**src/rtl/bcast_unit_pkg.sv**
```systemverilog
// Shared definitions for the broadcast fan-out unit: flit field layout,
// algorithmic opcodes, FSM state encoding and small flit helpers.
package bcast_unit_pkg;

  // Flit layout, built up from the payload at bit 0 to the valid bit on top.
  localparam int PayloadWidth = 32;
  localparam int OpWidth      = 4;
  localparam int AlgWidth     = 4;
  localparam int TagWidth     = 6;
  localparam int CtxWidth     = 8;
  localparam int RankWidth    = 9;
  localparam int CoordWidth   = 9;

  localparam int OpPos       = PayloadWidth;
  localparam int AlgPos      = OpPos + OpWidth;
  localparam int TagPos      = AlgPos + AlgWidth;
  localparam int ContextPos  = TagPos + TagWidth;
  localparam int RankPos     = ContextPos + CtxWidth;
  localparam int SrcPos      = RankPos + RankWidth;
  localparam int DstPos      = SrcPos + CoordWidth;
  localparam int ValidBitPos = DstPos + CoordWidth;
  localparam int FlitWidth   = ValidBitPos + 1;

  // Width of the binomial-tree level counter (levels 0..8).
  localparam int KWidth = 4;

  localparam logic [OpWidth-1:0] OpLargeBcast  = 4'b0101;
  localparam logic [OpWidth-1:0] OpMediumBcast = 4'b0110;
  localparam logic [OpWidth-1:0] OpShortBcast  = 4'b0111;

  typedef enum logic [1:0] {
    ST_IDLE  = 2'd0,
    ST_SEND  = 2'd1,
    ST_LOCAL = 2'd2,
    ST_PASS  = 2'd3
  } state_t;

  function automatic logic is_bcast(input logic [FlitWidth-1:0] flit);
    logic [OpWidth-1:0] op;
    op = flit[OpPos +: OpWidth];
    return (op == OpLargeBcast) || (op == OpMediumBcast) || (op == OpShortBcast);
  endfunction

  function automatic logic [FlitWidth-1:0] with_dst(input logic [FlitWidth-1:0] flit,
                                                    input logic [CoordWidth-1:0] dst);
    logic [FlitWidth-1:0] f;
    f = flit;
    f[DstPos +: CoordWidth] = dst;
    return f;
  endfunction

endpackage

```
**src/rtl/bcast_child_gen.sv**
```systemverilog
// Binomial-tree child generator. For a node relative to a broadcast root it
// reports the child at tree level k, the first (highest) level to emit, the
// last level (bit-length of own^root) and whether any children exist at all.
module bcast_child_gen
  import bcast_unit_pkg::*;
#(
  parameter int lg_numprocs = 3
) (
  input  logic [CoordWidth-1:0] own_id,
  input  logic [CoordWidth-1:0] root_id,
  input  logic [KWidth-1:0]     k,
  output logic [CoordWidth-1:0] child_id,
  output logic [KWidth-1:0]     first_k,
  output logic [KWidth-1:0]     last_k,
  output logic                  has_children
);

  localparam logic [CoordWidth-1:0] IdMask = CoordWidth'((1 << lg_numprocs) - 1);

  logic [CoordWidth-1:0] rel;
  logic [CoordWidth-1:0] step;

  assign rel = (own_id ^ root_id) & IdMask;

  // Bit-length of the relative id; levels below it belong to other subtrees.
  always_comb begin
    last_k = '0;
    for (int i = 0; i < CoordWidth; i++) begin
      if (rel[i]) last_k = KWidth'(i + 1);
    end
  end

  assign step         = CoordWidth'(1) << k;
  assign child_id     = ((rel + step) ^ root_id) & IdMask;
  assign first_k      = KWidth'(lg_numprocs - 1);
  assign has_children = (last_k < KWidth'(lg_numprocs));

endmodule

```
**src/rtl/bcast_unit.sv**
```systemverilog
// Broadcast fan-out unit. Pops one flit at a time from a first-word-fall-through
// FIFO and either passes it on, expands it into binomial-tree child flits, or
// hands it to the host port.
// Build option: define BCAST_LOCAL_COPY_EN to keep the host-copy (LOCAL) state;
// without it local_valid/local_packet are tied to 0 and own-destined flits that
// would need a host copy are dropped.
module bcast_unit
  import bcast_unit_pkg::*;
#(
  parameter logic [2:0] rank_z      = 3'b0,
  parameter logic [2:0] rank_y      = 3'b0,
  parameter logic [2:0] rank_x      = 3'b0,
  parameter int         lg_numprocs = 3
) (
  input  logic                 clk,
  input  logic                 rst,
  input  logic [FlitWidth-1:0] in_packet,
  input  logic                 in_empty,
  output logic                 rd_en,
  output logic [FlitWidth-1:0] out_packet,
  output logic                 out_valid,
  input  logic                 out_ready,
  output logic [FlitWidth-1:0] local_packet,
  output logic                 local_valid,
  input  logic                 local_ready,
  output logic                 busy
);

  localparam logic [CoordWidth-1:0] OwnCoords = {rank_z, rank_y, rank_x};

  state_t                state;
  logic [FlitWidth-1:0]  flit;
  logic [KWidth-1:0]     k_q;

  logic [CoordWidth-1:0] root_sel;
  logic [KWidth-1:0]     k_sel;
  logic [CoordWidth-1:0] child_id;
  logic [KWidth-1:0]     first_k;
  logic [KWidth-1:0]     last_k;
  logic                  has_children;

  assign rd_en = !rst && (state == ST_IDLE) && !in_empty;
  assign busy  = (state != ST_IDLE);

  // In IDLE the generator looks at the FIFO head so the first child is ready
  // at pop time; in SEND it looks one level below the flit currently offered.
  assign root_sel = (state == ST_IDLE) ? in_packet[SrcPos +: CoordWidth]
                                       : flit[SrcPos +: CoordWidth];
  assign k_sel    = (state == ST_IDLE) ? first_k : (k_q - KWidth'(1));

  bcast_child_gen #(.lg_numprocs(lg_numprocs)) u_child_gen (
    .own_id       (OwnCoords),
    .root_id      (root_sel),
    .k            (k_sel),
    .child_id     (child_id),
    .first_k      (first_k),
    .last_k       (last_k),
    .has_children (has_children)
  );

`ifndef BCAST_LOCAL_COPY_EN
  logic unused_bits;
  assign unused_bits  = ^{local_ready, flit[DstPos +: CoordWidth]};
  assign local_valid  = 1'b0;
  assign local_packet = '0;
`endif

  // Control FSM with registered output flits.
  always_ff @(posedge clk or posedge rst) begin
    if (rst) begin
      state      <= ST_IDLE;
      flit       <= '0;
      k_q        <= '0;
      out_valid  <= 1'b0;
      out_packet <= '0;
`ifdef BCAST_LOCAL_COPY_EN
      local_valid  <= 1'b0;
      local_packet <= '0;
`endif
    end else begin
      case (state)
        ST_IDLE: begin
          if (!in_empty) begin
            flit <= in_packet;
            k_q  <= first_k;
            if (!in_packet[ValidBitPos]) begin
              state <= ST_IDLE;
            end else if (in_packet[DstPos +: CoordWidth] != OwnCoords) begin
              state      <= ST_PASS;
              out_valid  <= 1'b1;
              out_packet <= in_packet;
            end else if (is_bcast(in_packet) && has_children) begin
              state      <= ST_SEND;
              out_valid  <= 1'b1;
              out_packet <= with_dst(in_packet, child_id);
            end else begin
`ifdef BCAST_LOCAL_COPY_EN
              state        <= ST_LOCAL;
              local_valid  <= 1'b1;
              local_packet <= in_packet;
`else
              state <= ST_IDLE;
`endif
            end
          end
        end
        ST_SEND: begin
          if (out_ready) begin
            if (k_q == last_k) begin
              out_valid  <= 1'b0;
              out_packet <= '0;
`ifdef BCAST_LOCAL_COPY_EN
              state        <= ST_LOCAL;
              local_valid  <= 1'b1;
              local_packet <= flit;
`else
              state <= ST_IDLE;
`endif
            end else begin
              k_q        <= k_q - KWidth'(1);
              out_packet <= with_dst(flit, child_id);
            end
          end
        end
`ifdef BCAST_LOCAL_COPY_EN
        ST_LOCAL: begin
          if (local_ready) begin
            local_valid  <= 1'b0;
            local_packet <= '0;
            state        <= ST_IDLE;
          end
        end
`endif
        ST_PASS: begin
          if (out_ready) begin
            out_valid  <= 1'b0;
            out_packet <= '0;
            state      <= ST_IDLE;
          end
        end
        default: state <= ST_IDLE;
      endcase
    end
  end

endmodule

```
**config.mk**
```make
export PLATFORM = sky130hd
export DESIGN_NAME = bcast_unit
export DESIGN_NICKNAME = d
export VERILOG_FILES = /design/src/rtl/bcast_unit_pkg.sv /design/src/rtl/bcast_child_gen.sv /design/src/rtl/bcast_unit.sv
export SDC_FILE = /design/constraint.sdc
export NUM_CORES = 1
export LEC_CHECK = 0
export ABC_CLOCK_PERIOD_IN_PS = 9750
export CAP_MARGIN = 20
export CORE_MARGIN = 4
export CORE_UTILIZATION = 25
export CTS_CLUSTER_SIZE = 10
export DETAILED_ROUTE_END_ITERATION = 10
export HOLD_SLACK_MARGIN = 0.12
export SLEW_MARGIN = 30
export SYNTH_ARGS = -nofsm -noshare
export SYNTH_HDL_FRONTEND = slang
export SYNTH_SLANG_ARGS = --single-unit
```
**constraint.sdc**
```tcl
create_clock -name clk -period 9.75 [get_ports clk]
set_input_delay 1.95 -clock clk [delete_from_list [all_inputs] [get_ports clk]]
set_output_delay 1.95 -clock clk [all_outputs]
set_load 0.1 [all_outputs]
```
Yosys cells after proc, flatten, opt, wreduce, memory -nomap -nowiden
Index checks and enable logic that the tools add are counted.
{ "classes": {"n_addsub": 2, "order_cmp": 1, "n_eq_ne": 13, "shifts": 1, "n_mux": 33, "bitwise_logic": 2, "reduce_logical": 17} }
{ "ops": {"columns": ["cell", "count"], "rows": [
  ["82-bit two-way mux", 7],
  ["82-bit one-hot mux with 3 select lines", 1],
  ["4-bit two-way mux", 6],
  ["4-bit by 3-bit == test with 1-bit output (second input constant)", 3],
  ["2-bit two-way mux", 6],
  ["2-bit != test (second input constant)", 6],
  ["1-bit two-way mux", 9],
  ["9-bit nonzero test", 1],
  ["4-bit one-hot mux with 2 select lines", 1],
  ["4-bit AND reduction", 2],
  ["7-bit AND reduction", 1],
  ["2-bit one-hot mux with 3 select lines", 1],
  ["6-bit AND reduction", 1],
  ["4-bit == test", 1],
  ["4-bit by 2-bit less-than comparator with 1-bit output (second input constant)", 1],
  ["2-bit nonzero test", 2],
  ["1-bit by 4-bit left shift with 3-bit output (first input constant)", 1],
  ["4-bit by 1-bit subtractor with 4-bit output (second input constant)", 1],
  ["3-bit adder", 1],
  ["1-bit logical AND", 3],
  ["3-bit two-way mux", 1],
  ["3-bit by 1-bit != test with 1-bit output (second input constant)", 1],
  ["1-bit one-hot mux with 3 select lines", 1],
  ["3-bit nonzero test", 1],
  ["other kinds (8)", 10]
]} }
{ "word_totals": {"regBits": 171, "input_bits": 87, "output_inout_bits": 168} }

Logic depth before layout (Yosys ltp)
Gate-level depths: netlist of run 1.
{ "depth": {"depth_word": 12, "depth_mapped": 9} }

Cells and area by module
From an unflattened synthesis of run 1, not the netlist that was laid out.
{ "unflattened": {"cells_unflattened": 649, "hier_area_um2": 8529.4} }
{ "modules_own_cells": {"columns": ["mod", "n_inst", "cells_per_inst", "area_per_inst_um2"], "rows": [
  ["bcast_unit", 1, 620, 8274.2],
  ["bcast_child_gen", 1, 29, 255.2]
]} }

Least setup slack after synthesis of run 1
OpenSTA, ideal clock, no wires.
{ "synth_path": {"kind": "input -> output", "start": "input in_empty", "end": "output rd_en", "arrival_time_ps": 4048, "slack_ps": 3752, "stages": 1, "cell_sequence": "nor3_1"} }
{ "synth_via": {"elab_chain_cells": 2} }
{ "synth_rtl": {"columns": ["element", "line", "source"], "rows": [
  ["start: declaration", "bcast_unit.sv:18", "input logic in_empty,"],
  ["1-bit zero test", null, null],
  ["1-bit logical AND", "bcast_unit.sv:42", "assign rd_en = !rst && (state == ST_IDLE) && !in_empty;"],
  ["end: declaration", "bcast_unit.sv:19", "output logic rd_en,"]
]} }
No other way between the ends.

Final worst setup path of run 1
Ends and elaborated chain as after synthesis.

==> metrics.csv, run 1 <==
metric,value,unit
status,"complete, no violations",
period_share,0.605,
rows,64,
setup_viol_count_final,0,
setup.worst_path.end_class,primary output,
final_cells,1254,
drv_cap,0,
grt_max_degree,86,
post_drt_wl_per_cell,18.1,um
grt_pass1_vias,6112,
yosysUniqueCellTypes,45,
h-tree-depth,4,
grt_pass1_wl,35.3,mm
syn_to_final_growth,30.4,%
clockBufferDepth,2,
drt_wl_total,22.7,mm
dp.cells,1221,
initial_utilization,0.254,
first_iter_violations,258,
io_buffers,170,
cts_resized,0,
num_io_pins,255,
final_layout_size_suffix_gt1_frac,0.153,
skew,0.0122,ns
synth_edf_count,0,
post-route-min-period,5.90,ns
ys_seq_elements,162,
crit_type,in -> out,
critPathArrivalTime,3.95,ns
synth_seq_area_share,0.521,
finalMaxSlewViolations,0,
grt_usage,0.132,
worstMarginPinSlew,1.01,ns
num_vias,5800,
gp_congestion,0.743,
dieArea,34000,um^2
cp_common_cell,clkdlybuf4s50_1,
max_stage_delay,1.16,ns
crit_fanout,5,
fin_nets,935,
core-area,30700,um^2
synth_ff_type,dfrtp_1,
antenna_found_initial,1,
avgViaCountPerCell,4.63,
postSynthCellCount,699,
setup_tns,0,ns
max_freq,0.169,GHz
slew_headroom,0.325,
hold_viol,0,
nFillCells,3097,
worst_setup_path_start_kind,input port,
synth_warnings,0,
syn_avg_cell_area,11.1,um^2
detail-route-antenna-nets,0,
dp_hpwl,14.1,mm
cp_cell_sequence,"clkdlybuf4s50_1, nor3_1, clkdlybuf4s50_1",
holdBufCountCts,0,
worstHoldPathType,reg -> reg,
clk_latency,0.43,ns
cp_slowest_cell,clkdlybuf4s50_1,
post_cts_buffers,0,
cts_buffers,17,
cts_tree,yes,
dr.pass1.iters,4,
die_y,184,um
syn_area,7790,um^2
clock-sinks,162,
route.detailed.drc,0,
antenna_cells,0,
clkSlewWorstSetupHoldPaths,0.07,ns
rsz0062_at_grt,no,
cp.required,7.80,ns
overflow,0,
die_w,184,um
synth-async-reset-ratio,1.00,
clockRootBuffer,clkbuf_16,
[final timing paths]
| path | endpoint | startpoint | depth (start not counted) | slack, ns |
|---|---|---|---|---|
| worst min-delay path | out_packet[79] | out_packet[79] | 2 | 0.50 |
| worst max-delay path | rd_en | in_empty | 3 | 3.85 |
| max in group asynchronous | out_packet[35] | rst | 3 | 6.38 |
| worst max register to register | out_packet[53] | state[0] | 6 | 6.87 |
| worst min register to register | out_packet[79] | out_packet[79] | 2 | 0.50 |
| min in group asynchronous | out_packet[39] | rst | 2 | 2.05 |
[final cells by class]
class	count	area [um^2]	area share
Inverter	9	38.8	0.00382
Clock buffer	19	433	0.0426
Sequential cell	162	4050	0.399
Clock inverter	13	153	0.0150
Tap cell	396	495	0.0488
Multi-Input combinational cell	475	3180	0.313
Timing Repair Buffer	180	1800	0.178
[routing by layer]
metal | up-vias | GRT usage | share of wire
met5 | - | 0 | 0
met4 | 0 | 0.0293 | 0.0080
met3 | 11 | 0.0418 | 0.078
met2 | 204 | 0.223 | 0.48
met1 | 2916 | 0.165 | 0.43
li1 | 2669 | - | -
[stage by stage]
stage	setup slack, ns	hold slack, ns	util	instance area (um^2)
2_1_floorplan	3.42	0.480	-	8100
3_5_place_dp	3.82	0.487	0.312	9570
5_1_grt	3.77	0.523	0.331	10200
3_3_place_gp	3.82	0.480	0.310	9510
6_report	3.85	0.503	0.331	10200
4_1_cts	3.83	0.507	0.331	10200
[layout by cell type (no fill, tap or decap), drive strengths merged, types with 2 or more instances in the layout]
cell type / instances
or3: 5
a211o: 2
nand2: 19
o211ai: 2
clkdlybuf4s50: 164
buf: 16
nand3: 68
ha: 2
o21ai: 68
a32oi: 15
a21oi: 18
nor3: 20
a21o: 2
nor2: 7
xnor2: 4
conb: 83
bufinv: 2
dfrtp: 162
clkinv: 5
a31oi: 4
clkbuf: 19
o22ai: 2
a2bb2oi: 58
inv: 14
mux2: 75
nand2b: 3
nor2b: 2
[synthesized netlist by cell type (2+ instances only)]
cell	n	area share
o211ai_1	2	0.0019
nand2_1	18	0.0087
nor2b_1	2	0.0016
a32oi_1	15	0.017
ha_1	2	0.0032
a211o_1	2	0.0022
nor2_1	7	0.0034
o21ai_1	43	0.028
a2bb2oi_1	58	0.065
nand3_1	68	0.044
buf_2	15	0.0096
inv_1	9	0.0043
nand2b_1	3	0.0024
a31oi_1	4	0.0032
a21oi_1	18	0.012
mux2_2	75	0.11
o21ai_0	25	0.016
o22ai_1	2	0.0016
dfrtp_1	162	0.52
buf_6	4	0.0058
buf_4	85	0.082
xnor2_1	4	0.0045
nor3_1	20	0.013
or3_1	5	0.0040
clkbuf_1	31	0.015
[sequential cells by signal (all words and copies together), names as in the netlist]
signal	count
out_valid	1
out_packet	82
k_q	4
flit	73
state	2
[worst max-delay path: cells and delay by family]
kind | cells | cell delay (ns)
buffers and inverters | 2 | 1.75
AND/OR/NAND/NOR | 1 | 0.25
[cell families (layout without fill, tap and decap cells)]
family / count (synthesis) / count (layout) / synth area share
AO/OA/AOI/OAI: 178 / 178 / 0.156
other: 1 / 83 / 0.000482
buffers and inverters: 144 / 221 / 0.117
AND/OR/NAND/NOR: 130 / 130 / 0.0853
flip-flops: 162 / 162 / 0.521
multiplexers: 76 / 76 / 0.110
XOR/XNOR: 5 / 5 / 0.00562
adder cells (fa/ha/maj): 3 / 3 / 0.00578
Power of run 1 is left out: the tool's default activity adds up to more than one toggle a clock period on the data nets, which glitch-free logic cannot reach.
==> run 2, diff against run 1 <==
--- a/config.mk
+++ b/config.mk
@@ -5,7 +5,7 @@
 export SDC_FILE = /design/constraint.sdc
 export NUM_CORES = 1
 export LEC_CHECK = 0
-export ABC_CLOCK_PERIOD_IN_PS = 9750
+export ABC_CLOCK_PERIOD_IN_PS = 5800
 export CAP_MARGIN = 20
 export CORE_MARGIN = 4
 export CORE_UTILIZATION = 25
==> constraint.sdc (replaced) <==
create_clock -name clk -period 5.8 [get_ports clk]
set_input_delay 1.16 -clock clk [delete_from_list [all_inputs] [get_ports clk]]
set_output_delay 1.16 -clock clk [all_outputs]
set_load 0.1 [all_outputs]
==> metrics.csv, run 2 (synthesized netlist as in run 1, its figures left out) <==
metric,value,unit,change
clock-sinks,162,,unchanged
die_y,184,um,unchanged
drt_wl_total,22.1,mm,was 22.7 mm
layout_commonest_cell,clkdlybuf4s50_1,,unchanged
io_buffers,170,,unchanged
critPathArrivalTime,4.26,ns,was 3.95 ns
holdBufCountCts,0,,unchanged
crit_type,in -> reg,,was in -> out
rsz0062_at_grt,no,,unchanged
grt_pass1_vias,5922,,was 6112
gp_congestion,0.761,,was 0.743
setup_tns,0,ns,unchanged
grt_max_degree,87,,was 86
setup_viol_count_final,0,,unchanged
core-area,30700,um^2,unchanged
hold_viol,0,,unchanged
worstHoldPathType,reg -> reg,,unchanged
status,"complete, no violations",,unchanged
grt_pass1_wl,34.4,mm,was 35.3 mm
num_vias,5852,,was 5800
fin_nets,934,,was 935
syn_to_final_growth,31.0,%,was 30.4%
first_iter_violations,255,,was 258
clkSlewWorstSetupHoldPaths,0.07,ns,about the same
clockBufferDepth,2,,unchanged
num_io_pins,255,,unchanged
clk_latency,0.44,ns,was 0.43 ns
nFillCells,3078,,was 3097
period_share,0.674,,
antenna_cells,0,,unchanged
skew,0.0217,ns,was 0.0122 ns
h-tree-depth,4,,unchanged
initial_utilization,0.254,,unchanged
detail-route-antenna-nets,0,,unchanged
post-route-min-period,3.91,ns,
cts_resized,0,,unchanged
mostFrequentLayoutCells,"164 x clkdlybuf4s50_1, 162 x dfrtp_1, 83 x conb_1, 75 x mux2_2, 68 x nand3_1",,unchanged
drv_cap,0,,unchanged
overflow,0,,unchanged
post_cts_buffers,0,,unchanged
finalMaxSlewViolations,0,,unchanged
worstMarginPinSlew,1.03,ns,was 1.01 ns
cts_buffers,17,,unchanged
cts_tree,yes,,unchanged
antenna_found_initial,0,,was 1
largest_reg_flops,82,,unchanged
top_register,out_packet,,unchanged
whs,0.508,ns,was 0.503 ns
setup.worst_path.end_class,register,,was primary output
clockRootBuffer,clkbuf_16,,unchanged
worst_setup_path_start_kind,input port,,unchanged
dr.pass1.iters,5,,was 4
top_regs,"out_packet x82, flit x73, k_q x4",,unchanged
crit_fanout,42,,was 5
grt_usage,0.128,,was 0.132
route.detailed.drc,0,,unchanged
dieArea,34000,um^2,unchanged
cp.required,6.15,ns,was 7.80 ns
dp_hpwl,13.5,mm,was 14.1 mm
die_w,184,um,unchanged
max_freq,0.256,GHz,
final_layout_size_suffix_gt1_frac,0.154,,was 0.153
post_drt_wl_per_cell,17.7,um,was 18.1 um
rows,64,,unchanged
avgViaCountPerCell,4.67,,was 4.63
slew_headroom,0.313,,was 0.325
-- run 2: area by class of cell --
cell class              count  area, um^2  share of cell area
clock inverters            15         186              0.0183
inverters                   9        38.8             0.00380
clock buffers              17         425              0.0417
multi-input cells         475        3180               0.311
repair buffers            179        1830               0.179
well taps                 396         495              0.0486
flip-flops and latches    162        4050               0.397
-- run 2: worst max-delay path, cell delays in order --
cell and delay (ns):
clkdlybuf4s50_1 0.43, or4_1 0.59, nor4_4 0.49, a21o_2 0.65, buf_4 0.55, o21ai_0 0.15
a2bb2oi_1 0.17
-- run 2: path summary, 6_finish.rpt --
check                      slack, ns              to  cells past startpoint      startpoint
max reg2reg                     3.05  out_packet[70]                      6        state[0]
min reg2reg                     0.51  out_packet[75]                      2  out_packet[75]
min in group asynchronous       1.28  out_packet[39]                      2             rst
max in group asynchronous       3.53        flit[68]                      3             rst
min                             0.51  out_packet[75]                      2  out_packet[75]
max                             1.89  out_packet[30]                      7   in_packet[75]
-- run 2: metrics by stage --
stage	setup WS [ns]	instance area (um^2)	utilization	std cells
3_5_place_dp	1.42	9550	0.311	1219
4_1_cts	1.88	10200	0.331	1251
5_1_grt	1.71	10200	0.333	1253
3_3_place_gp	1.28	9520	0.311	1218
2_1_floorplan	0.263	8100	-	781
6_report	1.89	10200	0.333	1253
-- run 2: per-layer routing --
| layer | routed length, um | GRT usage | part of all wire |
|---|---|---|---|
| met2 | 10500 | 0.211 | 0.47 |
| met1 | 9650 | 0.163 | 0.44 |
| met4 | 153 | 0.0299 | 0.0069 |
| met5 | 0 | 0 | 0 |
| met3 | 1820 | 0.0440 | 0.082 |
Power of run 2 is left out for the same reason.
